$ cat src/rtl/core_ctrl_pkg.sv
// Shared types and instruction-word layout for the core_ctrl tile sequencer.
// Field positions mirror the 64-bit inst bus consumed by core.
package core_ctrl_pkg;

    typedef enum logic [3:0] {
        S_IDLE,
        S_W_RD,
        S_W_LD,
        S_W_WAIT,
        S_ACT,
        S_DR_WAIT,
        S_DR_RD,
        S_DR_WR,
        S_DONE
    } state_t;

    localparam int INST_W = 64;
    localparam int ADDR_W = 11;
    localparam int PH_W   = 12;

    localparam int B_LOAD        = 0;
    localparam int B_EXECUTE     = 1;
    localparam int B_L0_WR       = 2;
    localparam int B_L0_RD       = 3;
    localparam int B_OFIFO_RD    = 6;
    localparam int A_XMEM_LO     = 7;
    localparam int A_XMEM_HI     = 17;
    localparam int B_WEN_XMEM    = 18;
    localparam int B_CEN_XMEM    = 19;
    localparam int A_PMEM_LO     = 20;
    localparam int A_PMEM_HI     = 30;
    localparam int B_WEN_PMEM    = 31;
    localparam int B_CEN_PMEM    = 32;
    localparam int B_ACC         = 33;
    localparam int B_PASSTHROUGH = 34;
    localparam int B_REN_PMEM    = 35;

    // Both CENs and WENs deasserted (high), everything else low.
    localparam logic [INST_W-1:0] INST_IDLE = 64'h0000_0001_800C_0000;

endpackage

$ cat src/rtl/core_ctrl.sv
// Weight-stationary tile sequencer: weight load, activation stream/execute,
// then OFIFO drain into PSUM SRAM. inst/busy/done are all registered.
module core_ctrl
    import core_ctrl_pkg::*;
#(
    parameter int row = 8,
    parameter int col = 8
) (
    input  logic              clk,
    input  logic              reset,
    input  logic              start,
    input  logic [ADDR_W-1:0] w_base,
    input  logic [ADDR_W-1:0] x_base,
    input  logic [ADDR_W-1:0] p_base,
    input  logic [ADDR_W-1:0] n_act,
    input  logic              acc_en,
    input  logic              ofifo_valid,
    output logic [INST_W-1:0] inst,
    output logic              busy,
    output logic              done
);

    localparam logic [PH_W-1:0] ROW_L = PH_W'(row);
    localparam logic [PH_W-1:0] COL_L = PH_W'(col);

    state_t            state, state_n;
    logic [PH_W-1:0]   phase, phase_n;
    logic [ADDR_W-1:0] w_base_q, x_base_q, p_base_q, n_act_q;
    logic [ADDR_W-1:0] w_base_n, x_base_n, p_base_n, n_act_n;
    logic              acc_en_q, acc_en_n;
    logic [PH_W-1:0]   n_act_e;

    // Word for a given (state, phase); phase doubles as the drain index j.
    function automatic logic [INST_W-1:0] build_word(
        input state_t            s,
        input logic [PH_W-1:0]   ph,
        input logic [ADDR_W-1:0] wb,
        input logic [ADDR_W-1:0] xb,
        input logic [ADDR_W-1:0] pb,
        input logic [ADDR_W-1:0] na,
        input logic              ae
    );
        logic [INST_W-1:0] w;
        logic [PH_W-1:0]   na_e;
        w    = INST_IDLE;
        na_e = {1'b0, na};
        case (s)
            S_W_RD: begin
                if (ph < ROW_L) begin
                    w[B_CEN_XMEM]            = 1'b0;
                    w[A_XMEM_HI:A_XMEM_LO]   = wb + ph[ADDR_W-1:0];
                end
                if (ph != '0) w[B_L0_WR] = 1'b1;
            end
            S_W_LD: begin
                w[B_L0_RD] = 1'b1;
                w[B_LOAD]  = 1'b1;
            end
            S_ACT: begin
                if (ph < na_e) begin
                    w[B_CEN_XMEM]            = 1'b0;
                    w[A_XMEM_HI:A_XMEM_LO]   = xb + ph[ADDR_W-1:0];
                end
                if (ph >= 12'd1 && ph <= na_e) w[B_L0_WR] = 1'b1;
                if (ph >= 12'd2 && ph <= na_e + 12'd1) begin
                    w[B_L0_RD]   = 1'b1;
                    w[B_EXECUTE] = 1'b1;
                end
            end
            S_DR_RD: begin
                w[B_CEN_PMEM]          = 1'b0;
                w[B_REN_PMEM]          = 1'b1;
                w[A_PMEM_HI:A_PMEM_LO] = pb + ph[ADDR_W-1:0];
            end
            S_DR_WR: begin
                w[B_CEN_PMEM]          = 1'b0;
                w[B_WEN_PMEM]          = 1'b0;
                w[A_PMEM_HI:A_PMEM_LO] = pb + ph[ADDR_W-1:0];
                w[B_ACC]               = ae;
                w[B_OFIFO_RD]          = 1'b1;
            end
            default: ;
        endcase
        w[B_PASSTHROUGH] = 1'b0;
        return w;
    endfunction

    assign n_act_e = {1'b0, n_act_q};

    always_comb begin
        state_n  = state;
        phase_n  = phase;
        w_base_n = w_base_q;
        x_base_n = x_base_q;
        p_base_n = p_base_q;
        n_act_n  = n_act_q;
        acc_en_n = acc_en_q;
        case (state)
            S_IDLE: begin
                if (start) begin
                    state_n  = S_W_RD;
                    phase_n  = '0;
                    w_base_n = w_base;
                    x_base_n = x_base;
                    p_base_n = p_base;
                    n_act_n  = n_act;
                    acc_en_n = acc_en;
                end
            end
            S_W_RD: begin
                if (phase == ROW_L) begin
                    state_n = S_W_LD;
                    phase_n = '0;
                end else phase_n = phase + 12'd1;
            end
            S_W_LD: begin
                if (phase == ROW_L - 12'd1) begin
                    state_n = S_W_WAIT;
                    phase_n = '0;
                end else phase_n = phase + 12'd1;
            end
            S_W_WAIT: begin
                if (phase == COL_L - 12'd1) begin
                    state_n = (n_act_q == '0) ? S_DONE : S_ACT;
                    phase_n = '0;
                end else phase_n = phase + 12'd1;
            end
            S_ACT: begin
                if (phase == n_act_e + 12'd1) begin
                    state_n = S_DR_WAIT;
                    phase_n = '0;
                end else phase_n = phase + 12'd1;
            end
            S_DR_WAIT: if (ofifo_valid) state_n = S_DR_RD;
            S_DR_RD:   state_n = S_DR_WR;
            S_DR_WR: begin
                phase_n = phase + 12'd1;
                state_n = (phase_n == n_act_e) ? S_DONE : S_DR_WAIT;
            end
            S_DONE: begin
                state_n = S_IDLE;
                phase_n = '0;
            end
            default: begin
                state_n = S_IDLE;
                phase_n = '0;
            end
        endcase
    end

    always_ff @(posedge clk) begin
        if (reset) begin
            state    <= S_IDLE;
            phase    <= '0;
            w_base_q <= '0;
            x_base_q <= '0;
            p_base_q <= '0;
            n_act_q  <= '0;
            acc_en_q <= 1'b0;
            inst     <= INST_IDLE;
            busy     <= 1'b0;
            done     <= 1'b0;
        end else begin
            state    <= state_n;
            phase    <= phase_n;
            w_base_q <= w_base_n;
            x_base_q <= x_base_n;
            p_base_q <= p_base_n;
            n_act_q  <= n_act_n;
            acc_en_q <= acc_en_n;
            inst     <= build_word(state_n, phase_n, w_base_n, x_base_n,
                                   p_base_n, n_act_n, acc_en_n);
            busy     <= (state_n != S_IDLE);
            done     <= (state_n == S_DONE);
        end
    end

endmodule

$ cat config.mk
export PLATFORM = sky130hd
export DESIGN_NAME = core_ctrl
export DESIGN_NICKNAME = d
export VERILOG_FILES = /design/src/rtl/core_ctrl_pkg.sv /design/src/rtl/core_ctrl.sv
export SDC_FILE = /design/constraint.sdc
export NUM_CORES = 1
export LEC_CHECK = 0
export BUFFER_PORTS_ARGS = -buffer_cell sky130_fd_sc_hd__buf_2
export CAP_MARGIN = 0
export CORE_ASPECT_RATIO = 0.75
export CORE_MARGIN = 4
export CORE_UTILIZATION = 40
export DETAILED_ROUTE_END_ITERATION = 8
export PLACE_DENSITY = 0.62
export SLEW_MARGIN = 5
export SYNTH_ARGS = -nofsm -noshare
export SYNTH_HDL_FRONTEND = slang
export SYNTH_SLANG_ARGS = --single-unit
$ cat constraint.sdc
create_clock -name clk -period 10.32 [get_ports clk]
set_input_delay 0 -clock clk [delete_from_list [all_inputs] [get_ports clk]]
set_output_delay 0 -clock clk [all_outputs]
set_load 0.05 [all_outputs]
## Yosys cells after proc, flatten, opt, wreduce, memory -nomap -nowiden

Index checks and enable logic that the tools add are counted.

| storage, ports and cells | value |
|---|---|
| register bits | 127 |
| input port bits | 49 |
| output and inout port bits | 66 |
| logic and storage cells | 98 |

| operators by class | value |
|---|---|
| $add $sub $neg | 6 |
| magnitude comparators | 6 |
| equality and inequality tests | 17 |
| mux-type cells | 40 |
| bitwise gates (word level) | 3 |
| reductions and logical operators | 12 |

Operator list:

| kind | count |
|---|---|
| $mux 11 | 10 |
| $pmux 12 s6 | 1 |
| $mux 12 | 4 |
| $add 11x11->11 | 3 |
| $mux 4 | 8 |
| $pmux 4 s8 | 1 |
| $eq 4x3->1 const B | 7 |
| $add 11x1->12 const B | 2 |
| $pmux 11 s2 | 1 |
| $add 12x1->12 const B | 1 |
| $eq 12x11->1 | 1 |
| $eq 12x12->1 | 1 |
| $eq 12x3->1 const B | 1 |
| $eq 12x4->1 const B | 1 |
| $eq 4x2->1 const B | 3 |
| $ge 12x1->1 const B | 1 |
| $ge 12x2->1 const B | 1 |
| $le 12x11->1 | 1 |
| $le 12x12->1 | 1 |
| $lt 12x11->1 | 1 |
| $lt 12x4->1 const B | 1 |
| $mux 1 | 12 |
| $reduce_bool 12->1 | 1 |
| $reduce_or 2->1 | 6 |
| 8 further kinds | 14 |

## Depth between registers and ports, before layout

Gate-level depths: netlist (run 1).

| logic depth | value |
|---|---|
| depth in word-level cells | 8 |
| mapped depth | 26 |
| mapped depth without buffers | 24 |

## Worst setup path after synthesis (run 1)

No wires, ideal clock.

| path | value |
|---|---|
| path type | flip-flop to flip-flop |
| start point | register n_act_q[4] |
| end point | register inst[11] |
| setup time | 0.086 ns |
| arrival | 5.061 ns |
| required time | 10.234 ns |
| setup slack | 5.174 ns |
| cell stages (with the launch flop) | 24 |
| buffers on the path | 3 |
| clock period less this slack | 5.146 ns |
| path through | dfxtp_1 > buf_4 > nand4_4 > or4_1 > a221o_1 > or4_4 > o21ai_2 > and2_1 > buf_4 > clkbuf_1 > nor2_1 > o21ai_0 > o31ai_1 > ha_1 > a21o_1 > a21o_1 > a21oi_1 > nor2b_1 > o21ai_0 > nand2b_1 > a221oi_1 > nand3_1 > o221a_1 > a211oi_1 |

| on the way | value |
|---|---|
| word-level cells in the longest chain between the ends | 7 |
| elaborated cells between the ends (all ways) | 22 |
| classes of those cells | add/sub: 3; order compare: 2; eq/ne: 4; mux: 12; reduce/logical: 1 |

Ends and longest elaborated chain:

| element | RTL line | source |
|---|---|---|
| start, declared | core_ctrl.sv:28 | `logic [ADDR_W-1:0] w_base_q, x_base_q, p_base_q, n_act_q;` |
| start signal, assigned | core_ctrl.sv:169 | `n_act_q <= n_act_n;` |
| $add 11x1->12 (*) | core_ctrl.sv:129 | `if (phase == n_act_e + 12'd1) begin` |
| $eq 12x12->1 (*) | core_ctrl.sv:129 |  |
| $mux 12 (*) | core_ctrl.sv:129 |  |
| $pmux 12 s6 (*) | core_ctrl.sv:98 | `case (state)` |
| net phase_n[5] | core_ctrl.sv:27 | `logic [PH_W-1:0] phase, phase_n;` |
| $lt 12x11->1 or $lt 12x4->1 (tied branches) | core_ctrl.sv:60, core_ctrl.sv:49 |  |
| $mux 11, on equally long branches | core_ctrl.sv:60, core_ctrl.sv:49 |  |
| $pmux 11 s2 (*) | core_ctrl.sv:47 | `case (s)` |
| end signal, assigned | core_ctrl.sv:171 | `inst <= build_word(state_n, phase_n, w_base_n, x_base_n,` |
| end, declared | core_ctrl.sv:18 | `output logic [INST_W-1:0] inst,` |

Mark *: on every way through the listed nets, which the timed path passes. The rest lies on a longest branch.
A chain may end at the register's enable or synchronous reset.

## Worst setup path in the final report (run 1)

| path | value |
|---|---|
| start point | register n_act_q[2] |
| end point | register inst[13] |

Same word-level chain as after synthesis.

==> results of run 1 <==
==> final cells by class <==
type                       instances  share of cell area
multi-input combinational        650               0.591
sequential                        95               0.247
timing repair buffer              98              0.0710
tap                              215              0.0350
clock buffer                      10              0.0298
inverter                          36              0.0176
clock inverter                     5             0.00781
==> placed cells by master (no fill, tap or decap), types with 4 or more instances in the layout <==
cell and n:
o211ai_1 4, nand3_1 20, and2_1 10, buf_4 10, a21o_1 11, nand3b_1 5
conb_1 32, xor2_1 30, o21ai_0 31, ha_1 55, a311oi_1 4, a221oi_1 5
nor3_1 15, a22o_1 5, and3_1 5, mux2i_1 22, nor4_1 9, dlygate4sd3_1 6
inv_1 35, clkbuf_16 9, and3b_1 4, nand2_1 34, a211oi_1 9, dfxtp_1 95
nand4_1 12, nor2_1 91, a31oi_1 9, nand2b_1 15, o31ai_1 8, mux2_2 25
a21oi_1 32, xnor2_1 25, nor2b_1 48, buf_2 82, or3_1 8, o21a_1 7
==> power by group <==
group / internal, uW / switching [uW]
Sequential: 383 / 13.2
Clock: 187 / 150
Combinational: 82.0 / 140
Total: 652 / 302
==> worst register-to-register path, stage by stage (launching register included) <==
cell and delay [ps]:
dfxtp_1 580, nand3_1 290, or4_1 530, a221o_1 350, or4_4 460, o21ai_2 210
and2_1 520, a2bb2oi_1 490, inv_1 330, ha_1 390, a21oi_1 180, nor2b_1 70
o21ai_0 140, nand2b_1 70, a221oi_1 540, nand3_1 380, nor2_1 380, a32o_1 210
==> flip-flops by register name, indices dropped and copies added (netlist names) <==
register,flops
acc_en_q,1
busy,1
done,1
inst,32
n_act_q,11
p_base_q,11
phase,12
state,4
w_base_q,11
x_base_q,11
==> per-stage QoR <==
stage	setup WS (ps)	cells	utilization	instance area, um2	hold slack, ps
after floorplan	5170	853	-	6980	163
after global placement	4530	1088	0.436	7340	268
after detailed placement	4300	1088	0.436	7340	263
after CTS	4270	1109	0.457	7690	2.95
after global routing	3620	1109	0.457	7690	2.21
final	4160	1109	0.457	7690	2.47
==> logic make-up after synthesis <==
| kind of cell | Yosys count | share of synthesized area |
|---|---|---|
| DFF | 95 | 0.277 |
| muxes | 47 | 0.0730 |
| adders and majority gates | 59 | 0.111 |
| xor gates and xnor gates | 55 | 0.0701 |
| AOI/OAI and AO/OA | 165 | 0.167 |
| and+or+nand+nor | 292 | 0.223 |
| other | 2 | 0.00109 |
| buffers and inverters | 108 | 0.0785 |
==> routing by layer <==
metal,global-route usage,part of all wire,vias up
li1,-,-,2985
met1,0.288,0.52,2723
met2,0.269,0.40,187
met3,0.0479,0.076,11
met4,0.0396,0.0093,0
met5,0,0,-
==> final timing paths <==
check	end	slack, ps	cells after the start
max	inst[13]	4160	17
min	n_act_q[0]	2	3
max reg2reg	inst[13]	4160	17
min reg2reg	inst[33]	490	2
==> what timing repair did <==
action | in CTS | in global routing
endpoints found under the setup margin | 0 | 0
hold endpoints to repair | 7 | 0
hold buffers | 6 | 0
==> flow_summary.ini, run 1 <==
[timing]
skew_ps = 9.50
rsz0062_at_grt = false
slew_violations = 0
period_share = 0.597
worstMarginPinSlew_ps = 953
setup-tns-final_ps = 0
relSlewSlack = 0.359
finalSetupViolations = 0
max_freq_ghz = 0.162
min_period_ps = 6160
hold_viol = 0

[clock_tree]
cts.sink_count = 95
insertion_delay_ps = 360
cts_setup_buffers = 0
htree_num_levels = 3
cts_tree = built
cts_buffers = 9
clk_pin_slew_worst_paths_ps = 70
cts_buffer_depth = 2
cts-resized-gates = 0
clockRootBuffer = clkbuf_16

[layout]
nets = 997
nFillCells = 1666
multiInputGateArea_mm2 = 0.00455
n_antenna_cell = 0
seqCellArea_mm2 = 0.00190
layout-drive-gt1-share = 0.166
syn_to_final_growth_pct = 11.9

[floorplanning]
dieArea_mm2 = 0.0194
core_area_mm2 = 0.0168
initial_core_util = 0.408
ios = 115
num_rows = 41
die_w_um = 159
dieHeight_um = 121

[placement]
io_buffers = 82
hpwl_mm = 14.0
place_congestion = 0.888

[worst_setup_path]
critPathTopFamily = simple AND/OR/NAND/NOR gates
worst-endpoint-required_ps = 10620
slowest_delay_ps = 580
end_kind = flop
critPathBufInv = 1
cpMostUsedCell = nand3_1
worst-setup-path-type = reg2reg
reg2reg_from = n_act_q[2]
path_max_fanout = 16
cp-start-kind = flop
cp_cell_sequence = nand3_1 > or4_1 > a221o_1 > or4_4 > o21ai_2 > and2_1 > a2bb2oi_1 > inv_1 > ha_1 > a21oi_1 > nor2b_1 > o21ai_0 > nand2b_1 > a221oi_1 > nand3_1 > nor2_1 > a32o_1
crit_start = n_act_q[2]
cp.arrival_ps = 6450
cp_slowest_cell = dfxtp_1

[synthesis]
ys_ff_latch = 95
avgSynthCellArea_um2 = 8.35
synth_edf_count = 0
synth.distinct_cells = 75
async_flop_share = 0
syn_inst = 823
synth_common_cells = 95 x dfxtp_1, 91 x nor2_1, 55 x ha_1
ys_seq_area_frac = 0.277
yosys_warnings = 0
yosysMostFrequentCell = dfxtp_1
netlist_top_cells_area = dfxtp_1 28%, ha_1 10%, nor2_1 5.0%
synth_area_mm2 = 0.00687
synthFlopType = dfxtp_1
yosysTopAreaCell = dfxtp_1
synth_top_area_frac = 0.277

[global_route]
grt_pass1_vias = 5408
grt-ovfl-total = 0
grt_pass1_wl_mm = 29.2
grt_max_degree = 77
grt.total_usage = 0.190
antenna_found_initial = 0

[power]
leakagePower_uw = 0.00349
vdd_drop_max_mv = 0.0726
powerDensity_mw_per_mm2 = 124
p_total_uw = 955

[min_path]
hp-class = in2reg
min-delay-start = n_act[0]

[route]
via_count = 5906
totalWireLength_mm = 18.6
wl_per_cell_um = 16.7
firstDrtPassIters = 5
drcViolationCount = 0
drtIter0Drc = 421
vias_per_cell = 5.33
antenna_left = 0

[outcome]
status = completed

[job]
drv_cap = 0
(Power assumes the default switching activity.)
==> run 2: changes to the inputs <==
- PLACE_DENSITY: 0.62 -> 0.64
- clock period: 10.32 -> 5.6 ns (I/O delays scaled with it)
==> flow_summary.ini, run 2 (synthesis gave the netlist of run 1 again) <==
[outcome]
status = completed

[power]
leakagePower_uw = 0.00359
seq_power_share = 0.417
p_switching_uw = 568
clkPwrFrac = 0.344
pwr-share-comb = 0.239
powerDensity_mw_per_mm2 = 222
power.share.switching = 0.325
vdd_drop_max_mv = 0.143
p_int_uw = 1180

[worst_setup_path]
worst-setup-path-type = reg2reg
worst-endpoint-required_ps = 5870
path_max_fanout = 15
cp-start-kind = flop
reg2regPathDepth = 20
cp.arrival_ps = 5410
end_kind = flop

[timing]
setup-tns-final_ps = 0
rsz0062_at_grt = false
worstMarginPinSlew_ps = 877
timing.final.ws_setup_ps = 457
relSlewSlack = 0.415
max_freq_ghz = 0.194
skew_ps = 15.9
finalSetupViolations = 0
hold_viol = 0
period_share = 0.918
slew_violations = 0
min_period_ps = 5140

[layout]
largest_register_ffs = 32
nets = 1019
reg_top3 = inst x32, phase x12
n_antenna_cell = 0
top_register = inst
layout-drive-gt1-share = 0.183
syn_to_final_growth_pct = 14.8
mostFrequentLayoutCells = 92 x dfxtp_1, 90 x nor2_1, 82 x buf_2, 55 x ha_1, 48 x nor2b_1
layout_commonest_cell = dfxtp_1

[floorplanning]
initial_core_util = 0.408
dieArea_mm2 = 0.0194
num_rows = 41
dieHeight_um = 121
core_area_mm2 = 0.0168
ios = 115
die_w_um = 159

[clock_tree]
clk_pin_slew_worst_paths_ps = 70
cts.sink_count = 95
insertion_delay_ps = 360
htree_num_levels = 3
cts_buffers = 9
clockRootBuffer = clkbuf_16
cts_buffer_depth = 2
cts_tree = built

[placement]
hpwl_mm = 14.4
place_congestion = 0.942
post-place-ws_ps = 307
io_buffers = 82

[route]
antenna_left = 0
vias_per_cell = 5.37
totalWireLength_mm = 19.0
firstDrtPassIters = 5
wl_per_cell_um = 16.8
drcViolationCount = 0
drtIter0Drc = 560
via_count = 6082

[global_route]
grt_max_degree = 77
grt_pass1_vias = 5543
grt-ovfl-total = 0
grt_pass1_wl_mm = 29.8
antenna_found_initial = 0
grt.total_usage = 0.195

[job]
drv_cap = 0

[min_path]
hp-class = in2reg
holdPathStages = 3
## run 2: cell types whose count changed in the layout (fill, tap and decap cells not counted), moves of 3 or more
cell | previous run | this run
buf_4 | 10 | 23
dfxtp_1 | 95 | 92
dfxtp_2 | 0 | 3
dlygate4sd3_1 | 6 | 14
## run 2: final cells by class
cell class | instances | area, um2
fill | 1657 | 8940
multi-input combinational | 650 | 4550
sequential | 95 | 1910
timing repair buffer | 120 | 743
tap | 215 | 269
clock buffer | 10 | 239
inverter | 36 | 135
clock inverter | 6 | 45.0
## run 2: stage by stage
step,hold WS (ps),cell area [um2],util,instances,power (uW)
final,13.9,7890,0.469,1132,1750
after global routing,31.8,7890,0.469,1132,1830
after CTS,1.05,7880,0.468,1132,1760
after detailed placement,265,7450,0.443,1102,1150
after global placement,265,7450,0.443,1102,1150
after floorplan,163,6980,-,853,1070
## run 2: timing repair
| action | CTS | global route |
|---|---|---|
| gates resized for setup | 0 | 4 |
| endpoints found under the setup margin | 0 | 11 |
| hold buffers | 14 | 0 |
| hold endpoints to repair | 15 | 0 |
| setup buffers | 0 | 0 |
## run 2: power by group through the flow
| stage | Clock (uW) | Combinational, uW | Sequential, uW |
|---|---|---|---|
| after global placement | 0 | 406 | 743 |
| after CTS | 619 | 417 | 729 |
| after global routing | 640 | 458 | 732 |
| after detailed placement | 0 | 407 | 744 |
| final | 601 | 419 | 730 |
| after floorplan | 0 | 308 | 758 |
## run 2: worst max-delay path, cell delays in order (launching register included)
cell and delay (ps):
dfxtp_2 470, nand3_1 250, or4_1 520, a221o_1 350, or4_4 440, o21ai_2 200
and2_1 320, nor2_1 90, o21ai_0 160, o31ai_1 120, ha_1 320, a21o_1 180
a21o_1 170, a21oi_1 140, nor2b_1 60, o21ai_0 150, nand2b_1 70, a221oi_1 340
nand3_1 230, o221a_1 280, a211oi_1 200
## run 2: worst paths after layout
path / from / end / slack [ps]
hold / removal: x_base[6] / x_base_q[6] / 10
setup / recovery: n_act_q[2] / inst[11] / 460
setup reg to reg: n_act_q[2] / inst[11] / 460
hold reg to reg: acc_en_q / acc_en_q / 500
## run 2: layer usage
| layer | routed length (um) | vias up | global-route usage |
|---|---|---|---|
| met3 | 1250 | 19 | 0.0445 |
| met1 | 9670 | 2836 | 0.290 |
| met5 | 0 | - | 0 |
| met2 | 7840 | 201 | 0.284 |
| met4 | 236 | 0 | 0.0472 |
| li1 | - | 3026 | - |
==> run 3: changes to the inputs <==
- CELL_PAD_IN_SITES_DETAIL_PLACEMENT: unset -> 1
- CELL_PAD_IN_SITES_GLOBAL_PLACEMENT: unset -> 2
- CORE_UTILIZATION: 40 -> 31
- PLACE_DENSITY: 0.64 -> 0.8
- RECOVER_POWER: unset -> 50
==> flow_summary.ini, run 3 (synthesis gave the netlist of run 1 again) <==
[timing]
holdWs_ps = 10.1
hold_viol = 0
relSlewSlack = 0.0612
setup-tns-final_ps = 0
period_share = 0.927
timing.final.ws_setup_ps = 407
worstMarginPinSlew_ps = 1400
slew_violations = 0
min_period_ps = 5190
max_freq_ghz = 0.193
finalSetupViolations = 0
skew_ps = 8.48

[clock_tree]
clockRootBuffer = clkbuf_16
cts.sink_count = 95
insertion_delay_ps = 350
htree_num_levels = 3
cts_buffer_depth = 2
cts_tree = built
cts_buffers = 9
clk_pin_slew_worst_paths_ps = 70

[layout]
top_register = inst
mostFrequentLayoutCells = 93 x dfxtp_1, 91 x nor2_1, 55 x ha_1, 48 x nor2b_1, 48 x buf_2
largest_register_ffs = 32
final_area_mm2 = 0.00790
layout-drive-gt1-share = 0.144
reg_top3 = inst x32, phase x12
syn_to_final_growth_pct = 15.1
post-route-util = 0.368
layout_commonest_cell = dfxtp_1
nets = 1018
n_antenna_cell = 0

[worst_setup_path]
cp.arrival_ps = 5440
cp_cell_sequence = nand3_1 > or4_1 > a221o_1 > or4_4 > o21ai_2 > and2_1 > buf_4 > o21bai_1 > o2bb2ai_1 > ha_1 > nor2b_1 > o21ai_0 > nand2b_1 > nand3_1 > o21ai_0 > or3b_1 > a31oi_1 > xnor2_1 > a22o_1
slowest_delay_ps = 520
reg2regPathDepth = 19
end_kind = flop
worst-setup-path-type = reg2reg
path_max_fanout = 7
cp-start-kind = flop
reg2reg_slack_ps = 410
worst-endpoint-required_ps = 5840
cp_slowest_cell = or4_1

[placement]
io_buffers = 82
place_area_mm2 = 0.00759
post-place-ws_ps = 253
place_congestion = 0.846
hpwl_mm = 17.4

[floorplanning]
core_area_mm2 = 0.0215
dieHeight_um = 137
dieArea_mm2 = 0.0246
die_w_um = 180
ios = 115
initial_core_util = 0.320
num_rows = 46

[route]
firstDrtPassIters = 4
totalWireLength_mm = 22.3
vias_per_cell = 5.07
wl_per_cell_um = 18.5
via_count = 6106
drtIter0Drc = 374
drcViolationCount = 0
antenna_left = 0

[global_route]
grt_pass1_wl_mm = 34.7
grt.total_usage = 0.178
grt-ovfl-total = 0
grt_max_degree = 77
grt_pass1_vias = 6161
antenna_found_initial = 0

[power]
leakagePower_uw = 0.00346
powerDensity_mw_per_mm2 = 227
vdd_drop_max_mv = 0.126

[outcome]
status = completed

[min_path]
holdPathStages = 3
hp-class = in2reg

[job]
drv_cap = 0
## run 3: changes by cell type in the layout (fill, tap and decap cells not counted), sizes merged
cell         before  now
clkbuf           10   45
buf             106   80
dlygate4sd3      14    5
bufinv            0    1
clkinv            3    2
clkinvlp          2    1
## run 3: area by class of cell
type,count,area (um2)
flip-flops and latches,95,1900
inverters,36,135
clock inverters,5,56.3
repair buffers,119,658
well taps,288,360
fillers,2589,13600
multi-input cells,650,4550
clock buffers,11,243
## run 3: where the power goes
group / switching [uW] / total, uW / internal, uW
clock: 275 / 634 / 359
sequential: 22.6 / 729 / 707
combinational: 271 / 427 / 155
## run 3: what timing repair did
| item | 4_1_cts | 5_1_grt |
|---|---|---|
| resized for setup | 0 | 3 |
| hold buffers | 5 | 0 |
| hold endpoints to repair | 6 | 0 |
| endpoints found under the setup margin | 0 | 12 |
| setup buffers | 0 | 0 |
## run 3: routing by layer
layer | track usage | routed length (um) | part of all wire | vias up
met5 | 0 | 0 | 0 | -
met4 | 0.0309 | 161 | 0.0072 | 0
met2 | 0.262 | 9150 | 0.41 | 136
met1 | 0.273 | 11800 | 0.53 | 2943
met3 | 0.0329 | 1110 | 0.050 | 16
li1 | - | - | - | 3011
## run 3: worst max-delay path, delay by kind of cell, from the launching register on
kind / cells / cell delay [ps]
xor+xnor: 1 / 90
buf+inv: 1 / 170
simple gates: 8 / 2230
flops: 1 / 450
fa+ha+maj: 1 / 430
compound gates: 8 / 1690
## run 3: path summary, 6_finish.rpt
kind,from,endpoint
worst max-delay path,n_act_q[1],inst[17]
worst min-delay path,p_base[1],p_base_q[1]
worst min register to register,acc_en_q,inst[33]
worst max register to register,n_act_q[1],inst[17]
## run 3: per-stage QoR
step / cells / power, uW
final: 1204 / 1790
after global routing: 1204 / 1880
after CTS: 1204 / 1810
after detailed placement: 1183 / 1160
after global placement: 1183 / 1160
after floorplan: 853 / 1070
